## src/rtl/multi_freq_divider.sv

```systemverilog
// multi_freq_divider: N-channel programmable clock divider.
//
// Each channel counts enabled clock_in edges up to its active half-period
// divisor, toggles its square-wave output and pulses tick at the terminal
// count. New divisors are first captured in a per-channel shadow register.
// They are copied into the active divisor only at a terminal count, while
// the channel is disabled, or on a phase-sync pulse. This way a half-period
// never ends early or runs long because of a mid-count write.
//
// Optional feature: define MULTI_FREQ_DIVIDER_PHASE_SYNC_EN to add the
// sync_in input. A pulse on sync_in restarts every channel from a low
// output with count 0, so all outputs become phase-aligned.
//
// Reset: clear_n is synchronous and active-low. It is sampled on the
// rising edge of clock_in.

module multi_freq_divider #(
    parameter int NUM_CH      = 2,
    parameter int CNT_W       = 32,
    parameter int DEFAULT_DIV = 25000000,
    localparam int CH_W       = (NUM_CH > 1) ? $clog2(NUM_CH) : 1
) (
    input  logic              clock_in,
    input  logic              clear_n,
`ifdef MULTI_FREQ_DIVIDER_PHASE_SYNC_EN
    input  logic              sync_in,
`endif
    input  logic [NUM_CH-1:0] ch_en,
    input  logic              wr_en,
    input  logic [CH_W-1:0]   wr_ch,
    input  logic [CNT_W-1:0]  wr_data,
    output logic              wr_ack,
    output logic [NUM_CH-1:0] pending,
    output logic [NUM_CH-1:0] clock_out,
    output logic [NUM_CH-1:0] tick
);

    // Reset divisor, sized to the counter width.
    localparam logic [CNT_W-1:0] DEF_DIV = CNT_W'(DEFAULT_DIV);

    // The channel count is widened by one bit so that it stays representable
    // when NUM_CH is an exact power of two.
    localparam logic [CH_W:0] NUM_CH_W = (CH_W + 1)'(NUM_CH);

    // ------------------------------------------------------------------
    // State registers
    // ------------------------------------------------------------------
    logic [CNT_W-1:0]  r_cnt    [NUM_CH];
    logic [CNT_W-1:0]  r_div    [NUM_CH];
    logic [CNT_W-1:0]  r_shadow [NUM_CH];
    logic [NUM_CH-1:0] r_pending;
    logic [NUM_CH-1:0] r_clk;
    logic [NUM_CH-1:0] r_tick;
    logic              r_wr_ack;

    // ------------------------------------------------------------------
    // Next-state wires
    // ------------------------------------------------------------------
    logic [CNT_W-1:0]  w_cnt_nxt    [NUM_CH];
    logic [CNT_W-1:0]  w_div_nxt    [NUM_CH];
    logic [CNT_W-1:0]  w_shadow_nxt [NUM_CH];
    logic [NUM_CH-1:0] w_pending_nxt;
    logic [NUM_CH-1:0] w_clk_nxt;
    logic [NUM_CH-1:0] w_tick_nxt;
    logic [NUM_CH-1:0] w_wr_hit;
    logic [NUM_CH-1:0] w_apply;
    logic              w_wr_valid;
    logic              w_sync;

`ifdef MULTI_FREQ_DIVIDER_PHASE_SYNC_EN
    assign w_sync = sync_in;
`else
    assign w_sync = 1'b0;
`endif

    // Decode the write port: a write is accepted only for an existing channel.
    always_comb begin
        w_wr_valid = 1'b0;
        w_wr_hit   = '0;
        if (wr_en && ({1'b0, wr_ch} < NUM_CH_W)) begin
            w_wr_valid = 1'b1;
        end else begin
            w_wr_valid = 1'b0;
        end
        for (int i = 0; i < NUM_CH; i++) begin
            if (w_wr_valid && (wr_ch == CH_W'(i))) begin
                w_wr_hit[i] = 1'b1;
            end else begin
                w_wr_hit[i] = 1'b0;
            end
        end
    end

    // Per-channel counting, toggling, and shadow-divisor application.
    always_comb begin
        w_cnt_nxt     = r_cnt;
        w_div_nxt     = r_div;
        w_shadow_nxt  = r_shadow;
        w_pending_nxt = r_pending;
        w_clk_nxt     = r_clk;
        w_tick_nxt    = r_tick;
        w_apply       = '0;
        for (int i = 0; i < NUM_CH; i++) begin
            if (w_sync) begin
                // Phase sync: restart every channel from a low output.
                w_cnt_nxt[i]  = '0;
                w_clk_nxt[i]  = 1'b0;
                w_tick_nxt[i] = 1'b0;
                w_apply[i]    = 1'b1;
            end else if (ch_en[i]) begin
                if (r_cnt[i] == r_div[i]) begin
                    // Terminal count: end of a half-period.
                    w_cnt_nxt[i]  = '0;
                    w_clk_nxt[i]  = ~r_clk[i];
                    w_tick_nxt[i] = 1'b1;
                    w_apply[i]    = 1'b1;
                end else begin
                    w_cnt_nxt[i]  = r_cnt[i] + CNT_W'(1);
                    w_tick_nxt[i] = 1'b0;
                    w_apply[i]    = 1'b0;
                end
            end else begin
                // Idle channel: the output holds and the count restarts on
                // re-enable. An idle channel can take a new divisor at once.
                w_cnt_nxt[i]  = '0;
                w_tick_nxt[i] = 1'b0;
                w_apply[i]    = 1'b1;
            end

            // Apply the shadow that was pending before this edge.
            if (w_apply[i] && r_pending[i]) begin
                w_div_nxt[i]     = r_shadow[i];
                w_pending_nxt[i] = 1'b0;
            end else begin
                w_div_nxt[i]     = r_div[i];
                w_pending_nxt[i] = r_pending[i];
            end

            // A write in the same cycle always lands in the shadow.
            // It overrides the pending clear above, so the new value waits
            // for the next apply point.
            if (w_wr_hit[i]) begin
                w_shadow_nxt[i]  = wr_data;
                w_pending_nxt[i] = 1'b1;
            end else begin
                w_shadow_nxt[i]  = r_shadow[i];
            end
        end
    end

    // Register all channel state; clear_n has priority over everything.
    always_ff @(posedge clock_in) begin
        if (!clear_n) begin
            for (int i = 0; i < NUM_CH; i++) begin
                r_cnt[i]    <= '0;
                r_div[i]    <= DEF_DIV;
                r_shadow[i] <= DEF_DIV;
            end
            r_pending <= '0;
            r_clk     <= '0;
            r_tick    <= '0;
            r_wr_ack  <= 1'b0;
        end else begin
            r_cnt     <= w_cnt_nxt;
            r_div     <= w_div_nxt;
            r_shadow  <= w_shadow_nxt;
            r_pending <= w_pending_nxt;
            r_clk     <= w_clk_nxt;
            r_tick    <= w_tick_nxt;
            r_wr_ack  <= w_wr_valid;
        end
    end

    assign wr_ack    = r_wr_ack;
    assign pending   = r_pending;
    assign clock_out = r_clk;
    assign tick      = r_tick;

endmodule

```

## config.mk

```make
export PLATFORM = sky130hd
export DESIGN_NAME = multi_freq_divider
export DESIGN_NICKNAME = d
export VERILOG_FILES = /design/src/rtl/multi_freq_divider.sv
export SDC_FILE = /design/constraint.sdc
export NUM_CORES = 1
export LEC_CHECK = 0
export CORE_MARGIN = 8
export CORE_UTILIZATION = 28
export DETAILED_ROUTE_END_ITERATION = 7
export PLACE_DENSITY = 0.51
export SLEW_MARGIN = 20
export SYNTH_ARGS = -nofsm -noshare
export SYNTH_HDL_FRONTEND = slang
export SYNTH_SLANG_ARGS = --single-unit
```

## constraint.sdc

```tcl
create_clock -name clock_in -period 2.02 [get_ports clock_in]
set_input_delay 0.404 -clock clock_in [delete_from_list [all_inputs] [get_ports clock_in]]
set_output_delay 0.404 -clock clock_in [all_outputs]
set_load 0.005 [all_outputs]
```

==> results of run 1 <==
## kinds of logic (layout without fill, tap and decap cells)
group | count (synthesis) | count (layout) | synth area share, %
simple gates | 590 | 590 | 30.1
flops | 199 | 199 | 39.4
compound gates | 184 | 184 | 13.9
buf+inv | 144 | 164 | 5.93
xor+xnor | 118 | 118 | 10.2
fa+ha+maj | 2 | 2 | 0.247
mux | 2 | 2 | 0.198
## routing by layer
metal  up-vias  global-route usage, %
li1       4465                      -
met1      4358                   20.9
met2       153                   19.7
met3        20                   2.38
met4         0                   3.62
met5         -                      0
## path summary, 6_finish.rpt
| check | end | slack (ps) | cells past startpoint |
|---|---|---|---|
| setup / recovery | pending[1] | 70 | 2 |
| hold / removal | r_div[30] | 390 | 3 |
| setup reg to reg | r_cnt[49] | 100 | 7 |
| hold reg to reg | r_shadow[6] | 470 | 2 |
## area by class of cell
| cell class | count | area, um^2 | area share [%] |
|---|---|---|---|
| Inverter | 30 | 113 | 0.947 |
| Tap cell | 461 | 577 | 4.85 |
| Multi-Input combinational cell | 896 | 5550 | 46.7 |
| Clock inverter | 10 | 121 | 1.02 |
| Timing Repair Buffer | 103 | 1080 | 9.08 |
| Sequential cell | 199 | 3990 | 33.5 |
| Clock buffer | 21 | 460 | 3.87 |
## Yosys cell counts, drive strengths merged
cell / n
nand3: 130
nor2: 91
a21o: 2
nand4b: 1
buf: 37
o2111ai: 64
a32oi: 24
a21oi: 6
and4: 11
xor2: 99
nor2b: 3
and2: 7
dfxtp: 199
o21ai: 8
clkbuf: 77
nand2b: 3
nor3b: 1
nor4b: 1
nor4: 17
a21boi: 40
and3: 112
clkinv: 2
a31oi: 40
or3: 6
nor3: 8
mux2i: 2
nand4: 47
inv: 28
xnor2: 19
nand2: 152
ha: 2
## worst reg2reg max path: stages (launching register included)
cell	delay, ps
dfxtp_1	360
xor2_1	170
nor4_1	340
buf_4	190
and4_2	310
a21o_1	190
buf_12	200
nor2_1	80
## through the flow
stage          power, W  instances  TNS [ps]  area (um^2)  setup WS (ps)
2_1_floorplan   0.00452       1239         0        10100            316
5_1_grt         0.00854       1720     -7.32        11900          -7.32
4_1_cts         0.00829       1720         0        11900           9.91
3_3_place_gp    0.00481       1689         0        11300            121
3_5_place_dp    0.00481       1689         0        11300           66.2
6_report        0.00820       1720         0        11900           72.1
## cells in the final DEF (no fill, tap or decap), types with 5 or more instances in the layout
| cell type | instances |
|---|---|
| o21ai_0 | 8 |
| nand3_1 | 129 |
| a21oi_1 | 5 |
| a31oi_1 | 40 |
| nor2_1 | 91 |
| inv_1 | 28 |
| nor3_1 | 5 |
| and4_1 | 10 |
| buf_12 | 15 |
| clkbuf_16 | 17 |
| and2_1 | 7 |
| or3_1 | 6 |
| dfxtp_1 | 197 |
| a21boi_0 | 40 |
| xnor2_1 | 19 |
| xor2_1 | 99 |
| a32oi_1 | 24 |
| clkdlybuf4s50_1 | 43 |
| o2111ai_1 | 64 |
| nand2_1 | 152 |
| and3_1 | 111 |
| nand4_1 | 44 |
| buf_4 | 42 |
| nor4_1 | 13 |
## power groups by stage
| stage | sequential [W] | combinational, W | clock, W |
|---|---|---|---|
| 2_1_floorplan | 0.00417 | 0.000356 | 0 |
| 3_3_place_gp | 0.00420 | 0.000609 | 0 |
| 3_5_place_dp | 0.00420 | 0.000613 | 0 |
| 4_1_cts | 0.00411 | 0.000617 | 0.00356 |
| 5_1_grt | 0.00412 | 0.000683 | 0.00373 |
| 6_report | 0.00411 | 0.000620 | 0.00347 |
## state kept, by name, summed over array words and instances (netlist names)
signal	count
wr_ack	1
r_cnt	64
r_shadow	64
tick	2
pending	2
r_div	64
clock_out	2
## timing repair
action / in CTS / in global routing
gates resized for setup: 2 / 10
setup buffers: 0 / 0
setup endpoints to repair: 1 / 114
==> impl.org, run 1 <==
** Floorplan
- Die height :: 206 um
- Overall die width :: between 200 and 250 um
- Initial Util :: 28.4%
- DIE AREA :: about 42000 um^2
- Core area :: 35600 um^2
- Number of rows in the core area :: a little under 70
- I/O pin total :: between 40 and 50

** Final layout
- The number of antenna diodes in the final layout is 0.
- Layout cells sized above 1 :: between 8 and 9%
- Final core occ :: 33.4%
- The filler cells instantiated in the layout total 3778.
- Compared with the post-synthesis result, the final layout area differs by 17.6%.
- # nets final :: 1287

** Timing
- For the pin with the worst max-slew slack, the measured transition is between 500 and 600 ps.
- Based on the critical path, the design can be clocked at up to about 510 MHz.
- Dividing the final minimum period by the clock period gives 96.4%.
- In this run the tightest slew margin relative to its limit is between 60% and 70%.
- Setup violations remaining at the end of the flow were counted as 0.
- Max-slew violation count :: 0
- Clock Skews :: roughly 22 ps
- Minimum hold slack :: between 300 and 400 ps
- Final count of hold timing violations :: 0
- Clock period minus final worst setup slack :: 1950 ps

** Hold path
- Startpoint of the tightest hold check path :: clear_n
- Class of the tightest hold or removal check :: in -> reg

** Critical path
- Required time reported for the critical path endpoint :: 1620 ps
- Broken down by cell family, the worst path's largest delay share belongs to buffers and inverters.
- The critical path contains buffers and inverters numbering 2 combined.
- Slowest stage cell, crit path :: clkdlybuf4s50_1
- In this run the worst path has a maximum fanout of 41.
- The critical path starts at pending[1].
- Data arrival time of the critical path :: approximately 1500 ps
- Startpoint of the lowest-slack register-to-register path :: r_div[49]
- CP Cell Sequence :: buf_12 > clkdlybuf4s50_1
- STA classifies the critical path startpoint as a flip-flop.
- STA classifies the critical path endpoint as an output pin.
- The largest single stage delay on the critical path is about 530 ps.
- By startpoint and endpoint, the worst setup path is classified as reg -> out.

** Global routing
- The first global-routing pass estimated approximately 47000 um of wire.
- Gr ovfl total :: 0
- Across every metal layer, demand over resource in global routing totals between 10% and 20%.
- Via count of the first global-routing pass :: ~8.5k
- Entering global routing, the biggest net connects 54 pins.
- The number of antenna violations at the first check in global routing came to 0.

** Clocking
- The root buffer cell chosen for the clock tree is clkbuf_16.
- Skew-Pair Late Insertion Delay :: approximately 450 ps
- Maximum level of the CTS H-tree :: 4
- Maximum clock insertion buffer count :: 2
- For this design, the CTS-stage hold fixing added 0 buffers.
- TritonCTS built the clock tree.
- Counting every sink on the clock net gives ~200.
- TritonCTS buffer count :: 17
- Clock-pin slew was measured on the worst setup and hold paths at ~70 ps.

** Route
- In this run, the number of DRC markers left after iteration 0 of detailed routing was ~690.
- In the routed design, unresolved DRC markers number 0.
- Highest routed layer :: met4
- Post-detailed-route count of antenna-violating nets :: 0
- For this block, the routed nets add up to between 20000 and 30000 um of wire.
- Using the TritonRoute via totals, the vias-per-cell ratio works out to ~5.2.
- Total via count in the routed design :: ~9.0k
- Dividing the detail-routed wire length by the instance count gives 16.9 um.
- The first detailed-routing pass took 6 iterations.
- Total length of routed met2 wires :: 12300 um
- Total routed wire length on the met1 layer :: roughly 15000 um
- In the detailed route, the total length drawn on met3 is 1110 um.

** Synth
- Yosys attributes the largest share of cell area to dfxtp_1 (39%), xor2_1 (8.6%), and3_1 (6.9%), nand3_1 (6.4%), nand2_1 (5.6%).
- The synthesized design spends more area on one cell type than any other, namely dfxtp_1.
- Post-synth cell types :: 40
- Part of the Yosys area used for sequential elements :: 39.4%
- Cells after Synth :: ~1.2k
- Share of the synthesized area in the top cell type :: about two fifths
- Counting every net in the synthesized netlist gives ~1.3k.
- Yosys printed 0 warnings.
- Netlist Area Pre-Place :: about 10000 um^2
- A synthesized cell averages 8.16 um^2.
- Number of synthesized register bits :: about 200

** Power
- Power Density :: slightly below 700 nW/um^2
- Per report_power, the sequential group accounts for about half of the total.
- Power spent charging and discharging nets :: ~0.0020 W
- The internal power of the cells totals roughly 0.0062 W.
- Clock share of power :: 42.3%
- Combinational cells account for 7.6% of the total power.
- Maximum vdd drop :: ~560 uV
- Lkg Pwr :: 4.84 nW
- Switching portion of total power :: roughly a quarter

** Placed design
- Input and output buffers added on the ports amount to 44.
- Routability-driven placement finished with a final weighted congestion of ~0.76.
- DP Wirelength :: about 20000 um

** Status
- Outcome :: completed

** Run
- Max-capacitance violation count :: 0
Power figures use the tool's default switching activity.
==> run 2, diff against run 1 <==
Settings changed: CAP_MARGIN set to 20.
==> results of run 2 <==
Same layout as run 1: the final DEF is identical, and so are final timing and power.
